===== config.mk =====
export PLATFORM = sky130hd
export DESIGN_NAME = add4
export DESIGN_NICKNAME = d
export VERILOG_FILES = /design/src/rtl/add4.sv
export SDC_FILE = /design/constraint.sdc
export NUM_CORES = 1
export LEC_CHECK = 0
export CAP_MARGIN = 20
export CORE_MARGIN = 1.5
export CORE_UTILIZATION = 42
export CTS_CLUSTER_DIAMETER = 30
export DETAILED_ROUTE_END_ITERATION = 7
export PLACE_DENSITY_LB_ADDON = 0.25
export SYNTH_ARGS = -nofsm -noshare
export SYNTH_HDL_FRONTEND = slang
export SYNTH_SLANG_ARGS = --single-unit

===== constraint.sdc =====
create_clock -name clk -period 4.85 [get_ports clk]
set_input_delay 0.7275 -clock clk [delete_from_list [all_inputs] [get_ports clk]]
set_output_delay 0.7275 -clock clk [all_outputs]
set_load 0.05 [all_outputs]

===== src/rtl/add4.sv =====
// PC incrementer: combinational PC + 4 with wrap and alignment flags,
// plus an optional registered copy of the incremented PC.
module add4 #(
    parameter int width = 32
) (
    input  logic             clk,
    input  logic             rst,
    input  logic [width-1:0] PC,
    input  logic             en,
    output logic [width-1:0] PCPlus4,
    output logic             Carry,
    output logic             Misaligned,
    output logic [width-1:0] PCPlus4_q,
    output logic             valid_q
);

    localparam logic [width:0] INCREMENT = (width+1)'(4);

    logic [width:0] sum;

    // One extra bit catches the wrap-around; it never reaches PCPlus4.
    assign sum        = {1'b0, PC} + INCREMENT;
    assign PCPlus4    = sum[width-1:0];
    assign Carry      = sum[width];
    assign Misaligned = (PC[1:0] != 2'b00);

    always_ff @(posedge clk) begin
        if (rst) begin
            PCPlus4_q <= '0;
            valid_q   <= 1'b0;
        end else if (en) begin
            PCPlus4_q <= PCPlus4;
            valid_q   <= 1'b1;
        end
    end

endmodule


==> run_results.csv, run 1 <==
group,metric,value,unit
logic_synthesis,ys_warn_count,0,
run_status,outcome,"finished clean",
power_and_ir_drop,total_leakage_power,1.13,nW
timing,drv_slew,0,
logic_synthesis,syn_nets,279,
routing,remaining_drc_errors,0,
timing,rsz0062_at_grt,"no",
logic_synthesis,synth.top_cells.by_count,"nor2_1, dfxtp_1, nand2_1",
die,die_w,70.5,um
clock_network,clockBufferDepth,2,
global_routing,track_usage,0.221,
logic_synthesis,synth_top_area_cell,"dfxtp_1",
routing,wl_met1,2410,um
timing,min_period,4.29,ns
timing,relSlewSlack,0.342,
cells_and_area,diodes,0,
logic_synthesis,ys_seq_area_frac,0.345,
setup_path,cp-start-kind,"primary input",
power_and_ir_drop,p_int,0.000510,W
routing,ant_nets,0,
global_routing,antenna_found_initial,0,
power_and_ir_drop,comb_power_share,0.371,
placed_design,gp_congestion,0.877,
logic_synthesis,yosysUniqueCellTypes,31,
global_routing,overflow,0,
global_routing,grt_pass1_wl,8740,um
logic_synthesis,avgSynthCellArea,7.88,um2
logic_synthesis,synth-seq-cells,33,
timing,tns,0,ns
global_routing,first_global_vias,1927,
setup_path,reg2reg_depth,2,
logic_synthesis,synth-main-ff-cell,"dfxtp_1",
logic_synthesis,synth_async_sr_flop_share,0,
routing,drt_iter0_markers,73,
clock_network,h-tree-depth,2,
timing,finalHoldViolCount,0,
setup_path,cp_max_fo,7,
timing,max_freq,233,MHz
setup_path,required,4.12,ns
routing,routed_via_density,5.44,
die,die_h,70.5,um
clock_network,cts_buffers,5,
setup_path,cp.arrival,3.57,ns
power_and_ir_drop,power.density,269,nW/um2
placed_design,numPortBuffers,101,
routing,top_layer,"met4",
die,die-area,4970,um2
die,start_util,0.437,
clock_network,cts_resized,0,
cells_and_area,final_area,3020,um2
setup_path,r2r_setup_slack,4.03,ns
power_and_ir_drop,swShare,0.372,
routing,vias,2120,
routing,drt-total-wl,5490,um
clock_network,clk_pin_slew,0.06,ns
clock_network,postCtsSetupRepairBufs,0,
routing,route.met3.wl,395,um
logic_synthesis,synth_area,1910,um2
clock_network,tritoncts,"done",
cells_and_area,fin_util,0.688,
logic_synthesis,yosysTopAreaCellShare,0.345,
logic_synthesis,synthCells,243,
cells_and_area,drive_gt1_frac,0.0651,
setup_path,path_class,"in2out",
power_and_ir_drop,p_clk_frac,0.260,
min_path,whs_path_depth,2,
logic_synthesis,synthTopCellsByArea,"dfxtp_1, nor2_1, a311oi_1",
routing,firstDrtPassIters,4,
cells_and_area,fillers,395,
logic_synthesis,yosysMostFrequentCell,"nor2_1",
die,coreArea,4380,um2
clock_network,insertion_delay,0.28,ns
clock_network,cts.sinks,33,
routing,avgRoutedWirePerCell,14.1,um
timing,skew,0,ns
power_and_ir_drop,p_sw,0.000302,W
routing,wl_met2,2630,um
die,row_count,24,
die,io-pin-count,102,
power_and_ir_drop,seq_power_share,0.369,
cells_and_area,area_delta_synth_final,57.6,%
logic_synthesis,synth_edf_count,0,
clock_network,root_buffer,"clkbuf_8",
setup_path,critPathCaptureType,"primary output",
timing,tightest_slew,0.987,ns
placed_design,postPlaceCellArea,2930,um2
timing,finalSetupViolCount,0,
power_and_ir_drop,ir_drop,0.200,mV
run,drv_cap,0,
timing,finalCritPeriodShare,0.885,
cells_and_area,final_nets,374,
clock_network,ctsHoldBuffers,0,
global_routing,grt_max_degree,55,
placed_design,hpwl,4050,um
timing,hold_ws,0.481,ns
min_path,hold_path.class,"reg2reg",
## stage by stage
| step | setup WS [ns] | power, W | cells |
|---|---|---|---|
| after global routing | 0.378 | 0.000846 | 390 |
| after floorplan | 1.42 | 0.000491 | 243 |
| final | 0.557 | 0.000812 | 390 |
| after detailed placement | 0.557 | 0.000606 | 383 |
| after CTS | 0.556 | 0.000816 | 390 |
| after global placement | 0.601 | 0.000604 | 383 |
## worst paths after layout
check	from	to
max	PC[2]	PCPlus4[18]
max reg2reg	PCPlus4_q[30]	PCPlus4_q[30]
min	PCPlus4_q[26]	PCPlus4_q[26]
min reg2reg	PCPlus4_q[26]	PCPlus4_q[26]
## registers in the layout, indices dropped and copies added, names as in the netlist
| signal | count |
|---|---|
| PCPlus4_q | 32 |
| valid_q | 1 |
## per-layer routing
metal,global-route usage,vias up
li1,-,1072
met1,0.271,977
met2,0.362,67
met3,0.0823,4
met4,0.0641,0
met5,0,-
## power by group through the flow
stage | sequential (W) | combinational [W] | clock (W)
2_1_floorplan | 0.000371 | 0.000120 | 0
3_3_place_gp | 0.000305 | 0.000299 | 0
3_5_place_dp | 0.000305 | 0.000301 | 0
4_1_cts | 0.000300 | 0.000303 | 0.000214
5_1_grt | 0.000302 | 0.000316 | 0.000228
6_report | 0.000299 | 0.000302 | 0.000211
## placed cells by master (no fill, tap or decap)
master,Yosys,layout
a2111oi_2,1,1
a211oi_1,5,5
a311oi_1,13,13
a31o_2,4,4
and3_1,2,2
and4_1,4,4
buf_2,1,1
buf_4,2,1
clkbuf_1,11,1
clkbuf_8,0,6
clkdlybuf4s50_1,0,100
dfxtp_1,33,33
ha_1,1,1
inv_1,12,12
mux2i_1,6,6
nand2_1,22,22
nand3_1,12,12
nand4_1,12,12
nand4_4,1,1
nor2_1,46,46
nor2b_1,1,1
nor3_1,3,3
nor4_1,3,3
nor4_2,1,1
o21a_1,7,7
o21ai_0,4,4
o31ai_1,5,5
or2_2,4,4
or3_1,5,5
or4_1,4,4
or4_4,3,3
xnor2_1,8,8
xor2_1,7,7
## critical path, stage by stage
cell and delay (ns):
clkdlybuf4s50_1 0.56, ha_1 0.23, nand3_1 0.24, or2_2 0.42
or4_1 0.51, nand2_1 0.08, clkdlybuf4s50_1 0.79
## logic make-up after synthesis
kind of cell	count (synthesis)	share of synthesized area
mux	6	0.0314
buf+inv	26	0.0555
fa+ha+maj	1	0.00653
compound gates	39	0.163
flops	33	0.345
xor+xnor	15	0.0686
simple gates	123	0.330
## final cells by class
| cell class | count | area [um2] | area share |
|---|---|---|---|
| clock buffer | 7 | 86.3 | 0.0286 |
| inverter | 12 | 45.0 | 0.0149 |
| multi-input combinational | 184 | 1150 | 0.380 |
| sequential | 33 | 661 | 0.219 |
| tap | 52 | 65.1 | 0.0216 |
| timing repair buffer | 102 | 1010 | 0.336 |
Power figures use the tool's default switching activity.
==> inputs of run 2 (changes only) <==
- CORE_UTILIZATION: 42 -> 44
- CTS_BUF_LIST: unset -> sky130_fd_sc_hd__clkbuf_8
==> run 2 against run 1 <==
Compared with the run above: register-to-register slack about the same; wire length decreased by 0.46%; via count rose by 1.0%; worst setup slack better by 0.0080 ns; hold slack got worse by 0.0018 ns; highest routed layer unchanged; combinational power hardly changed; critical endpoint unchanged; largest cell class unchanged; core utilization up 4.8 points; sequential share of layout area increased by 0.064 points; clock power down 8%; die area is 4.3% lower; non-clock buffer count unchanged; critical path depth unchanged.
==> run_results.csv, run 2 (synthesis results as in run 1) <==
group,metric,value,unit
global_routing,grtUsageMet3,0.0747,
setup_path,critPathLaunch,"PC[2]",
routing,ant_nets,0,
run_status,outcome,"finished clean",
timing,finalSetupViolCount,0,
cells_and_area,fillers,318,
cells_and_area,final_nets,374,
timing,relSlewSlack,0.343,
setup_path,cp.arrival,3.56,ns
global_routing,first_global_vias,1900,
run,drv_cap,0,
clock_network,ctsHoldBuffers,0,
die,row_count,23,
timing,hold_ws,0.479,ns
die,die_w,69.0,um
clock_network,insertion_delay,0.28,ns
clock_network,h-tree-depth,2,
placed_design,gp_congestion,0.950,
timing,finalHoldViolCount,0,
clock_network,cts_buffers,5,
timing,tightest_slew,0.986,ns
clock_network,clk_pin_slew,0.07,ns
min_path,hold_path.class,"reg2reg",
routing,routed_via_density,5.51,
power_and_ir_drop,ir_drop,0.211,mV
cells_and_area,multi_input_area,1150,um2
global_routing,overflow,0,
cells_and_area,largest_register,"PCPlus4_q",
clock_network,root_buffer,"clkbuf_8",
setup_path,cp_max_fo,7,
cells_and_area,layout.area.seq,661,um2
routing,avgRoutedWirePerCell,14.1,um
cells_and_area,diodes,0,
cells_and_area,final_common_cell,"clkdlybuf4s50_1",
setup_path,r2r_start,"PCPlus4_q[30]",
clock_network,postCtsSetupRepairBufs,0,
cells_and_area,drive_gt1_frac,0.0619,
placed_design,hpwl,4150,um
timing,skew,0,ns
cells_and_area,largest_register_ffs,32,
clock_network,clockBufferDepth,2,
global_routing,grtUsageMet1,0.268,
global_routing,grt_pass1_wl,8340,um
cells_and_area,area_delta_synth_final,57.2,%
clock_network,tritoncts,"done",
global_routing,busiest_layer,"met2",
setup_path,required,4.12,ns
die,io-pin-count,102,
min_path,hold_start,"PCPlus4_q[2]",
die,start_util,0.468,
timing,rsz0062_at_grt,"no",
clock_network,cts.sinks,33,
cells_and_area,final_cell_mix,"clkdlybuf4s50_1, nor2_1, dfxtp_1",
setup_path,path_class,"in2out",
routing,remaining_drc_errors,0,
global_routing,grt_util_met2,0.405,
routing,drt_iter0_markers,87,
cells_and_area,reg_top3,"PCPlus4_q x32, valid_q x1",
placed_design,placed_cells,381,
timing,finalCritPeriodShare,0.883,
timing,tns,0,ns
cells_and_area,layout.cells.non_filler,389,
die,die_h,69.0,um
die,die-area,4760,um2
routing,drt-total-wl,5470,um
die,coreArea,4090,um2
global_routing,grt_max_degree,55,
placed_design,numPortBuffers,101,
global_routing,track_usage,0.234,
routing,firstDrtPassIters,5,
setup_path,critPathCaptureType,"primary output",
power_and_ir_drop,total_leakage_power,1.14,nW
power_and_ir_drop,power.density,264,nW/um2
timing,max_freq,233,MHz
routing,vias,2142,
timing,min_period,4.28,ns
setup_path,cp-start-kind,"primary input",
timing,drv_slew,0,
clock_network,cts_resized,0,
global_routing,antenna_found_initial,0,
[run 2: final cells by class]
type                            count  area share
Clock buffer                        5      0.0229
Timing Repair Buffer              102       0.337
Multi-Input combinational cell    184       0.381
Clock inverter                      3     0.00374
Sequential cell                    33       0.220
Inverter                           12      0.0150
Tap cell                           50      0.0208
[run 2: per-layer routing]
layer	up-vias	part of all wire
met5	-	0
met4	0	0.016
met3	9	0.077
met2	79	0.47
met1	984	0.43
li1	1070	-
[run 2: metrics by stage]
| step | setup WS [ns] | instance area [um2] | util | total power [W] |
|---|---|---|---|---|
| after floorplan | 1.42 | 1910 | - | 0.000491 |
| final | 0.565 | 3010 | 0.736 | 0.000796 |
| after global placement | 0.618 | 2930 | 0.717 | 0.000604 |
| after CTS | 0.569 | 3010 | 0.736 | 0.000798 |
| after detailed placement | 0.572 | 2930 | 0.717 | 0.000607 |
| after global routing | 0.420 | 3010 | 0.736 | 0.000826 |
[run 2: worst max-delay path: stages]
cell and delay (ns):
clkdlybuf4s50_1 0.56, ha_1 0.24, nand3_1 0.23, or2_2 0.41, or4_1 0.50, nand2_1 0.09
clkdlybuf4s50_1 0.80
[run 2: worst paths after layout]
check,endpoint,slack [ns],cells past startpoint
worst max-delay path,PCPlus4[18],0.57,7
worst min-delay path,PCPlus4_q[2],0.48,2
worst max register to register,PCPlus4_q[30],4.03,2
worst min register to register,PCPlus4_q[2],0.48,2
[run 2: report_power, final]
part	leakage, nW	internal, W	total, W	switching, W
clock	0.0519	0.0000956	0.000195	0.0000991
combinational	0.814	0.000107	0.000302	0.000194
sequential	0.274	0.000290	0.000300	0.00000930
==> inputs of run 3 (changes only) <==
- CAP_MARGIN: 20 -> unset
==> results of run 3 <==
The final DEF is identical to that of run 2; final timing and power are the same.
